===== src/rtl/ram_port_arb.sv =====
// ============================================================================
// Module   : ram_port_arb
// Brief    : Round-robin arbiter sharing one block-RAM port among NREQ
//            requesters, with registered per-requester read-valid strobes.
//            Optional burst lock: define RAM_ARB_LOCK_EN.
// Revision : 1.0
// ============================================================================
`default_nettype none

module ram_port_arb #(
    parameter int NREQ = 3,
    parameter int AW   = 13,
    parameter int DW   = 16
) (
    input  logic               clk,
    input  logic               rst,
    input  logic [NREQ-1:0]    req,
    input  logic [NREQ-1:0]    we,
    input  logic [NREQ-1:0]    lock,
    input  logic [NREQ*AW-1:0] addr,
    input  logic [NREQ*DW-1:0] din,
    output logic [NREQ-1:0]    gnt,
    output logic [NREQ-1:0]    rvalid,
    output logic [DW-1:0]      rdata,
    output logic [AW-1:0]      ram_a,
    output logic [DW-1:0]      ram_di,
    output logic               ram_ce,
    output logic               ram_we,
    input  logic [DW-1:0]      ram_do
);

    localparam int c_pw = (NREQ > 2) ? 2 : 1;

    if (NREQ < 2 || NREQ > 4) begin : g_nreq_range
        $error("ram_port_arb: NREQ must be in the range 2..4");
    end

    logic [c_pw-1:0] ptr_q, ptr_d;
    logic [NREQ-1:0] rvalid_q, rvalid_d;
    logic [NREQ-1:0] w_elig;
    logic [NREQ-1:0] w_gnt;
    logic [c_pw-1:0] w_win;
    logic            w_any;

    function automatic logic [c_pw-1:0] f_next(input logic [c_pw-1:0] v);
        return (v == c_pw'(NREQ - 1)) ? '0 : v + 1'b1;
    endfunction

    // First eligible requester at or after the priority pointer, wrapping.
    always_comb begin : p_search
        int              idx;
        logic [c_pw-1:0] idx_v;
        idx   = 0;
        idx_v = '0;
        w_gnt = '0;
        w_win = '0;
        w_any = 1'b0;
        for (int k = 0; k < NREQ; k++) begin
            idx = int'(ptr_q) + k;
            if (idx >= NREQ) begin
                idx = idx - NREQ;
            end
            idx_v = c_pw'(idx);
            if (!w_any && w_elig[idx_v]) begin
                w_any = 1'b1;
                w_win = idx_v;
            end
        end
        if (w_any) begin
            w_gnt[w_win] = 1'b1;
        end
    end

`ifdef RAM_ARB_LOCK_EN
    logic            owner_vld_q, owner_vld_d;
    logic [c_pw-1:0] owner_q, owner_d;
    logic [NREQ-1:0] w_owner_mask;

    always_comb begin : p_elig
        w_owner_mask          = '0;
        w_owner_mask[owner_q] = 1'b1;
        if (rst) begin
            w_elig = '0;
        end else if (owner_vld_q) begin
            w_elig = req & w_owner_mask;
        end else begin
            w_elig = req;
        end
    end

    // The pointer is frozen while a burst owns the port and jumps past the
    // owner when it lets go, so a lock never skews round-robin fairness.
    always_comb begin : p_owner
        owner_vld_d = owner_vld_q;
        owner_d     = owner_q;
        ptr_d       = ptr_q;
        if (owner_vld_q) begin
            if (!req[owner_q] || (w_any && !lock[owner_q])) begin
                owner_vld_d = 1'b0;
                ptr_d       = f_next(owner_q);
            end
        end else if (w_any) begin
            if (lock[w_win]) begin
                owner_vld_d = 1'b1;
                owner_d     = w_win;
            end else begin
                ptr_d = f_next(w_win);
            end
        end
    end

    always_ff @(posedge clk) begin
        if (rst) begin
            ptr_q       <= '0;
            owner_vld_q <= 1'b0;
            owner_q     <= '0;
        end else begin
            ptr_q       <= ptr_d;
            owner_vld_q <= owner_vld_d;
            owner_q     <= owner_d;
        end
    end
`else
    logic w_lock_unused;
    assign w_lock_unused = ^lock;

    always_comb begin : p_elig
        w_elig = rst ? '0 : req;
        ptr_d  = w_any ? f_next(w_win) : ptr_q;
    end

    always_ff @(posedge clk) begin
        if (rst) begin
            ptr_q <= '0;
        end else begin
            ptr_q <= ptr_d;
        end
    end
`endif

    // RAM read latency is one cycle, so the strobe is simply the read grant delayed.
    always_comb begin : p_rvalid
        rvalid_d = (w_any && !we[w_win]) ? w_gnt : '0;
    end

    always_ff @(posedge clk) begin
        if (rst) begin
            rvalid_q <= '0;
        end else begin
            rvalid_q <= rvalid_d;
        end
    end

    assign gnt    = w_gnt;
    assign ram_ce = w_any;
    assign ram_we = w_any & we[w_win];
    assign ram_a  = addr[int'(w_win)*AW +: AW];
    assign ram_di = din[int'(w_win)*DW +: DW];
    assign rvalid = rvalid_q;
    assign rdata  = ram_do;

endmodule

`default_nettype wire


===== config.mk =====
export PLATFORM = sky130hd
export DESIGN_NAME = ram_port_arb
export DESIGN_NICKNAME = d
export VERILOG_FILES = /design/src/rtl/ram_port_arb.sv
export SDC_FILE = /design/constraint.sdc
export NUM_CORES = 1
export LEC_CHECK = 0
export BUFFER_PORTS_ARGS = -buffer_cell sky130_fd_sc_hd__clkbuf_2
export CAP_MARGIN = 25
export CORE_ASPECT_RATIO = 1.5
export CORE_MARGIN = 1.5
export CORE_UTILIZATION = 28
export DETAILED_ROUTE_END_ITERATION = 10
export GPL_TIMING_DRIVEN = 0
export PLACE_DENSITY_LB_ADDON = 0.2
export SYNTH_ARGS = -nofsm -noshare
export SYNTH_HDL_FRONTEND = slang
export SYNTH_SLANG_ARGS = --single-unit
export TNS_END_PERCENT = 1

===== constraint.sdc =====
create_clock -name clk -period 2.45 [get_ports clk]
set_clock_uncertainty 0.15 [all_clocks]
set_input_delay 0 -clock clk [delete_from_list [all_inputs] [get_ports clk]]
set_output_delay 0 -clock clk [all_outputs]
set_load 0.05 [all_outputs]

Word level (Yosys, flattened, before mapping):

Index checks and enable logic that the tools add are counted.
Widths: inputs -> output; s select.

* bits in registers: 5
* input port bits: 114
* output and inout port bits: 53
* word-level logic and storage cells: 52

* add/subtract/negate cells: 6
* $mul: 1
* order comparisons: 8
* equal/unequal tests: 1
* shifts and indexed selects: 2
* mux-type cells: 22
* bitwise logic cells: 2
* reduce and logical (&&, ||, !) cells: 8

Operator list (number)
* $shiftx 48x7->16: 1
* $shiftx 39x7->13: 1
* $mux 2: 7
* $lt 2x3->1 const B: 4
* $bmux 1 s2: 4
* $mux 1: 8
* $ge 3x2->1 const B: 2
* $mul 2x4->6 const B: 1
* $mux 3: 2
* $sub 2x2->2 const B: 3
* $logic_and 1x1->1: 4
* $add 2x1->3 const B: 1
* $add 2x2->3 const B: 1
* $logic_not 1->1: 3
* $add 2x1->2 const B: 1
* $demux 1 s2: 1
* $eq 2x2->1 const B: 1
* $ge 2x1->1 const B: 1
* $ge 2x2->1 const B: 1
* $reduce_or 2->1: 1
* $and 1x1->1: 1
* $not 1->1: 1

Longest topological paths before layout:

Gate-level depths: netlist of run 1.

* depth after elaboration: 17
* gate-level depth with buffers: 9
* gate-level depth less buffers: 7

Worst setup path before layout of run 1:

OpenSTA, ideal clock, no wires.

* path type: register -> output
* start point: reg ptr_q[0]
* end point: out ram_we
* data arrival time: 2.811 ns
* data required time: 2.300 ns
* slack: -0.511 ns
* cell stages (with the launch flop): 8
* path buffers: 0
* path through: dfxtp_1 -> inv_1 -> ha_1 -> a22o_1 -> a22o_1 -> o41ai_2 -> nor2b_1 -> a32o_1

* word-level cells in the longest chain between the ends: 14
* elaborated cells on any way between the ends: 30
* classes of those cells: add/sub: 5; order compare: 3; mux: 17; bitwise: 1; reduce/logical: 4

RTL lines
* start: declaration: RTL line 38 `logic [c_pw-1:0] ptr_q, ptr_d;`
* start signal: assignment: RTL line 136 `ptr_q <= ptr_d;`
* parallel branches: the longest is 13 deep, another holds $add 2x1->3
* $and 1x1->1 *: RTL line 156 `assign ram_we = w_any & we[w_win];`
* end: declaration: RTL line 28 `output logic ram_we,`

Mark *: on every way between the ends. The select of a mux whose other input is x is not followed.

Final worst setup path of run 1:

* start point: reg ptr_q[0]
* end point: out ram_di[12]

* word-level cells in the longest chain between the ends: 12
* elaborated cells on any way between the ends: 27
* classes of those cells: add/sub: 5; order compare: 3; shift: 1; mux: 14; reduce/logical: 4

RTL lines
* parallel branches: the longest is 10 deep, another holds $add 2x1->3
* $mux 2 *: RTL line 64 `if (!w_any && w_elig[idx_v]) begin`
* $shiftx 48x7->16 *: RTL line 158 `assign ram_di = din[int'(w_win)*DW +: DW];`
* end: declaration: RTL line 26 `output logic [DW-1:0] ram_di,`

Marked as above.

==> flow_summary.json, run 1 <==
{
  "synth_ff_type": "dfxtp_1",
  "layout_min_cycle_time_ns": 2.67,
  "cp.arrival_ns": 2.52,
  "use_met2_pct": 46.5,
  "crit_path_end_kind": "output pin",
  "power_density_nw_per_um2": 1110,
  "path_max_fanout": 7,
  "top_usage_layer": "met2",
  "final_area_sq_um": 3680,
  "gp_congestion": 0.760,
  "area_growth_syn_to_layout_pct": 206,
  "cts_root_buf": "clkbuf_8",
  "wirelength_mm": 6.76,
  "dp_worst_setup_slack_ns": -0.548,
  "critPathBufInv": 4,
  "max_cap_violations": 0,
  "hold_path.class": "input pin to register",
  "drt_pass1_iterations": 4,
  "grtUsageMet1_pct": 19.9,
  "antenna_found_initial": 0,
  "dp.final_hpwl_mm": 4.07,
  "grt_pass1_wl_mm": 8.53,
  "r2r_cells": 11,
  "worstReg2RegStart": "ptr_q[0]",
  "synth-compound-area-share_pct": 32.9,
  "rr_endpoint": "ptr_q[1]",
  "rsz0062_at_grt": "yes",
  "setup_violations": 32,
  "finalMaxSlewViolations": 0,
  "die_x_microns": 56.5,
  "ys_ff_latch": 5,
  "clock_path_buffers": 2,
  "dr_total_vias": 1878,
  "die_h_microns": 83.3,
  "rrSetupSlack_ns": 0.03,
  "coreArea_sq_um": 4170,
  "cts.sinks": 5,
  "path_cells": "inv_4 > ha_4 > a22o_1 > a222oi_1 > nand3_1 > a21oi_4 > buf_6 > clkbuf_16 > o2bb2ai_4 > buf_8",
  "synthSimpleGateAreaFrac_pct": 9.37,
  "placed_area_sq_um": 2600,
  "seq_area_sq_um": 108,
  "grt-ovfl-total": 0,
  "ir_worst_vdd_uv": 1020,
  "slew_headroom_pct": 58.3,
  "synth_edf_count": 0,
  "failed_checks": "setup timing",
  "timing_hold_violations_final": 0,
  "multiInputGateArea_sq_um": 1820,
  "clock_latency_ns": 0.22,
  "utilization_pct": 88.1,
  "path_class": "register to output pin",
  "drive_gt1_share_pct": 87.3,
  "synth_xor_area_share_pct": 0,
  "synth_top_family_by_area": "compound AO/OA/AOI/OAI gates",
  "synth_cells": 139,
  "htreeDepth": 1,
  "met3_usage_pct": 4.83,
  "start_kind": "register",
  "cts_tree": "yes",
  "post-route-drc-count": 0,
  "fin_nets": 426,
  "grt_max_degree": 11,
  "fillCellCount": 170,
  "row_count": 29,
  "fmax_mhz": 374,
  "synth_area_sq_um": 1200,
  "cts-buffers-inserted": 3,
  "avgSynthCellArea_sq_um": 8.65,
  "ys_seq_area_share_pct": 8.32,
  "cp.depth": 10,
  "synthArstFlopShare_pct": 0,
  "synth.mux.area_fraction_pct": 27.9,
  "critPathRequiredTime_ns": 2.30,
  "grt_pass1_vias": 1950,
  "start_util_pct": 28.8,
  "diodes": 0,
  "dieArea_sq_um": 4700,
  "io_buffers": 146,
  "crit_family": "compound AO/OA/AOI/OAI gates",
  "wl_per_cell_microns": 19.1,
  "crit_end": "ram_di[12]",
  "status": "complete, but fails checks",
  "p_leak_nw": 1.57,
  "clkTransAtPathRegs_ns": 0.04,
  "via_per_inst": 5.31,
  "detail-route-antenna-nets": 0,
  "synth_adder_area_share_pct": 3.12,
  "yosys_warnings": 0,
  "worst_path_largest_cell_delay_ns": 0.37,
  "crit_slowest_cell": "dfxtp_4",
  "max_slew.worst_pin.slew_ns": 0.625,
  "drt_iter0_markers": 34,
  "place_inst": 331,
  "crit_start": "ptr_q[0]",
  "fin_crit_sh_pct": 109,
  "instances_no_fill": 354,
  "synth_cell_type_count": 32,
  "grtUsageTotal_pct": 22.4,
  "syn-num-nets": 256,
  "ios": 167,
  "worst_slack_ns": -0.223
}
## where the power goes
part           internal, W  leakage [nW]  switching, W  total, W
logic              0.00176          1.50       0.00202   0.00379
clock network     0.000112        0.0228     0.0000461  0.000158
registers         0.000114        0.0423     0.0000295  0.000144
## how the worst min path moves through the flow
| stage | depth (start not counted) | to | slack (ns) | from |
|---|---|---|---|---|
| finish | 3 | ptr_q[1] | 0.08 | req[1] |
| global route | 3 | ptr_q[1] | 0.10 | req[1] |
| CTS | 3 | ptr_q[1] | 0.07 | req[1] |
| detailed placement | 2 | rvalid[1] | 0.03 | we[1] |
| global placement | 2 | rvalid[1] | 0.02 | we[1] |
| floorplan | 1 | rvalid[0] | -0.08 | we[0] |
## cell usage after synthesis, drive strengths merged (2+ instances only)
| library cell | number | share of area [%] |
|---|---|---|
| dfxtp | 5 | 8.3 |
| nand3 | 2 | 0.83 |
| ha | 3 | 3.1 |
| a22o | 2 | 1.5 |
| nand2 | 2 | 0.62 |
| nand2b | 2 | 1.0 |
| o2bb2ai | 30 | 22 |
| mux2 | 4 | 3.7 |
| inv | 7 | 2.2 |
| clkbuf | 4 | 1.2 |
| buf | 23 | 15 |
| nor2b | 6 | 3.1 |
| a21oi | 6 | 2.8 |
| mux2i | 29 | 24 |
## metal layers
layer,routed length [microns],share of wire [%]
met4,188,2.8
met1,1920,28
met3,511,7.6
met2,4140,61
met5,0,0
## stage by stage
stage | power (W) | TNS (ns) | hold WS, ns
2_1_floorplan | 0.00220 | -2.94 | -0.0784
3_3_place_gp | 0.00263 | -15.92 | 0.0213
3_5_place_dp | 0.00266 | -16.20 | 0.0268
4_1_cts | 0.00348 | -9.24 | 0.0743
5_1_grt | 0.00423 | -10.19 | 0.101
6_report | 0.00409 | -6.34 | 0.0814
## flip-flops by register name (all words and copies together), names as in the netlist
signal	flops
rvalid	3
ptr_q	2
## what timing repair did
| item | 4_1_cts | 5_1_grt |
|---|---|---|
| setup buffers | 12 | 2 |
| hold buffers | 3 | 0 |
| cloned | 2 | 4 |
| endpoints found under the setup margin | 35 | 36 |
| hold endpoints to repair | 3 | 0 |
| pin swaps | 6 | 10 |
| gates resized for setup | 96 | 97 |
## cell families after synthesis
| logic type | count (synthesis) |
|---|---|
| compound gates | 46 |
| buf+inv | 34 |
| mux | 33 |
| simple gates | 18 |
| flops | 5 |
| fa+ha+maj | 3 |
## cell usage in the layout, fill, tap and decap left out, drive strengths merged, types with 2 or more instances in the layout
| cell | count |
|---|---|
| nand2 | 2 |
| clkbuf | 127 |
| dlygate4sd3 | 3 |
| ha | 3 |
| buf | 66 |
| a22o | 2 |
| inv | 7 |
| o2bb2ai | 30 |
| dfxtp | 5 |
| a21oi | 6 |
| nand2b | 2 |
| mux2i | 29 |
| nand3 | 2 |
| nor2b | 6 |
| mux2 | 4 |
## cell type report
type	instances	area share (%)
inverter	7	0.783
clock buffer	4	1.23
timing repair buffer	167	37.2
sequential	5	2.93
multi-input combinational	100	49.6
tap	46	1.57
buffer	25	6.71
## tightest hold or removal path, delay by kind of cell
kind | cells | cell delay [ns]
compound gates | 2 | 0.25
buf+inv | 1 | 0.14
No activity file was read; power rests on OpenSTA's default activity.
==> run 2: changes to the inputs <==
- ABC_AREA: unset -> 1
==> flow_summary.json, run 2 <==
{
  "rrSetupSlack_ns": 0.21,
  "grt-ovfl-total": 0,
  "crit_top_cell": "nand2_4",
  "clock_latency_ns": 0.22,
  "r2r_cells": 18,
  "fin_crit_sh_pct": 98.9,
  "synth_ff_type": "dfxtp_1",
  "most-common-layout-cells": "clkbuf_2, nand2_1, nand3_1",
  "finalMaxSlewViolations": 0,
  "row_count": 28,
  "synthArstFlopShare_pct": 0,
  "ios": 167,
  "gp_congestion": 0.760,
  "path_max_fanout": 6,
  "die_h_microns": 82.9,
  "worst_path_largest_cell_delay_ns": 0.37,
  "io_buffers": 147,
  "fin_nets": 506,
  "clkTransAtPathRegs_ns": 0.03,
  "rsz0062_at_grt": "yes",
  "avgSynthCellArea_sq_um": 5.34,
  "cts-buffers-inserted": 3,
  "dieArea_sq_um": 4660,
  "cp.depth": 17,
  "yosys-top-cells-count": "nand2_1, nand3_1, buf_4",
  "clock_path_buffers": 2,
  "max_cap_violations": 0,
  "syn-num-nets": 340,
  "hold_path.class": "input pin to output pin",
  "cts.sinks": 5,
  "fmax_mhz": 413,
  "detail-route-antenna-nets": 0,
  "critPathBufInv": 6,
  "coreArea_sq_um": 4030,
  "status": "finished, final reports clean",
  "finalHoldWorstSlack_ns": 0.177,
  "synth_edf_count": 0,
  "crit_start": "ptr_q[0]",
  "start_util_pct": 29.6,
  "ys_ff_latch": 5,
  "grt_max_degree": 11,
  "cp.arrival_ns": 2.27,
  "post-route-drc-count": 0,
  "path_cells": "inv_4 > ha_4 > inv_4 > nor2_1 > nand2_1 > nand2_2 > nand3_4 > inv_4 > nand2_4 > nand2_4 > nor2_4 > buf_12 > buf_6 > nand2_4 > nand2_4 > nor2_4 > buf_8",
  "synth_area_sq_um": 1190,
  "cts_tree": "yes",
  "max_slew.worst_pin.slew_ns": 0.283,
  "crit_family": "simple AND/OR/NAND/NOR gates",
  "wirelength_mm": 5.08,
  "ys_seq_area_share_pct": 8.40,
  "setup_violations": 0,
  "drive_gt1_share_pct": 59.8,
  "worstReg2RegStart": "ptr_q[0]",
  "wl_per_cell_microns": 11.7,
  "start_kind": "register",
  "fillCellCount": 377,
  "setup-tns-final_ns": 0,
  "slew_headroom_pct": 81.1,
  "grt_pass1_wl_mm": 7.53,
  "crit_path_end_kind": "output pin",
  "dr_total_vias": 2002,
  "layout_commonest_cell": "clkbuf_2",
  "crit_slowest_cell": "dfxtp_4",
  "dp.final_hpwl_mm": 3.53,
  "path_class": "register to output pin",
  "via_per_inst": 4.62,
  "synth_area_leader_cell": "nand2_1",
  "drt_pass1_iterations": 4,
  "drt_iter0_markers": 107,
  "area_growth_syn_to_layout_pct": 121,
  "hp-start": "ram_do[2]",
  "die_x_microns": 56.3,
  "synth_top_cell_area_share_pct": 33.4,
  "layout_min_cycle_time_ns": 2.42,
  "grtUsageTotal_pct": 19.5,
  "critPathRequiredTime_ns": 2.30,
  "synth_cells": 223,
  "antenna_found_initial": 0,
  "synth_cell_type_count": 21,
  "grt_pass1_vias": 1739,
  "htreeDepth": 1,
  "synth.most_common_cell": "nand2_1",
  "cts_root_buf": "clkbuf_8",
  "timing_hold_violations_final": 0,
  "largest_reg_flops": 3,
  "yosys_warnings": 0,
  "diodes": 0,
  "synth_area_leaders": "nand2_1, nand3_1, buf_4",
  "min_path_cells": 2
}
-- run 2: cell count changes after synthesis, moves of 6 or more --
cell and delta:
mux2i_1 -29, o2bb2ai_1 -30, nand2_2 +6, nand3_1 +41, nand2_1 +104, nor2b_1 -6, inv_1 +9
-- run 2: metal layers --
layer / up-vias / wire (microns) / track usage (%)
li1: 1014 / - / -
met1: 877 / 1680 / 19.2
met2: 103 / 2900 / 39.5
met3: 8 / 391 / 2.96
met4: 0 / 101 / 6.06
met5: - / 0 / 0
-- run 2: through the flow --
stage                     instance area, sq um  util, %  instances  worst slack, ns
after floorplan                           1190        -        223           0.0784
final                                     2630     65.3        433           0.0275
after global routing                      2630     65.3        433          -0.0861
after CTS                                 2390     59.2        430           0.0330
after global placement                    1980     49.2        415          -0.0442
after detailed placement                  1980     49.2        415          -0.0688
-- run 2: kinds of logic (layout without fill, tap and decap cells) --
| logic type | Yosys count | count (layout) | synth area share [%] |
|---|---|---|---|
| simple gates | 167 | 167 | 62.0 |
| fa+ha+maj | 3 | 3 | 3.15 |
| flops | 5 | 5 | 8.40 |
| compound gates | 5 | 5 | 3.05 |
| buf+inv | 43 | 208 | 23.4 |
-- run 2: worst paths after layout --
check	end
hold / removal	rdata[2]
setup reg to reg	rvalid[0]
hold reg to reg	ptr_q[0]
setup / recovery	ram_we
-- run 2: final cells by class --
type	instances	area [sq um]	area share, %
inverters	18	80.1	3.04
plain buffers	25	214	8.13
well taps	45	56.3	2.14
flip-flops and latches	5	108	4.09
repair buffers	161	1150	43.8
clock buffers	4	45.0	1.71
multi-input cells	175	975	37.0
-- run 2: repair_timing --
action,4_1_cts,5_1_grt
buffers inserted,5,3
hold endpoints to repair,4,0
gates resized for setup,69,78
endpoints found under the setup margin,33,32
pin swaps,2,11
hold buffers,3,0
gates cloned,3,0
Power of run 2 is not shown: default switching activity piles up to over one toggle a cycle in this logic, so the estimate is an artifact.
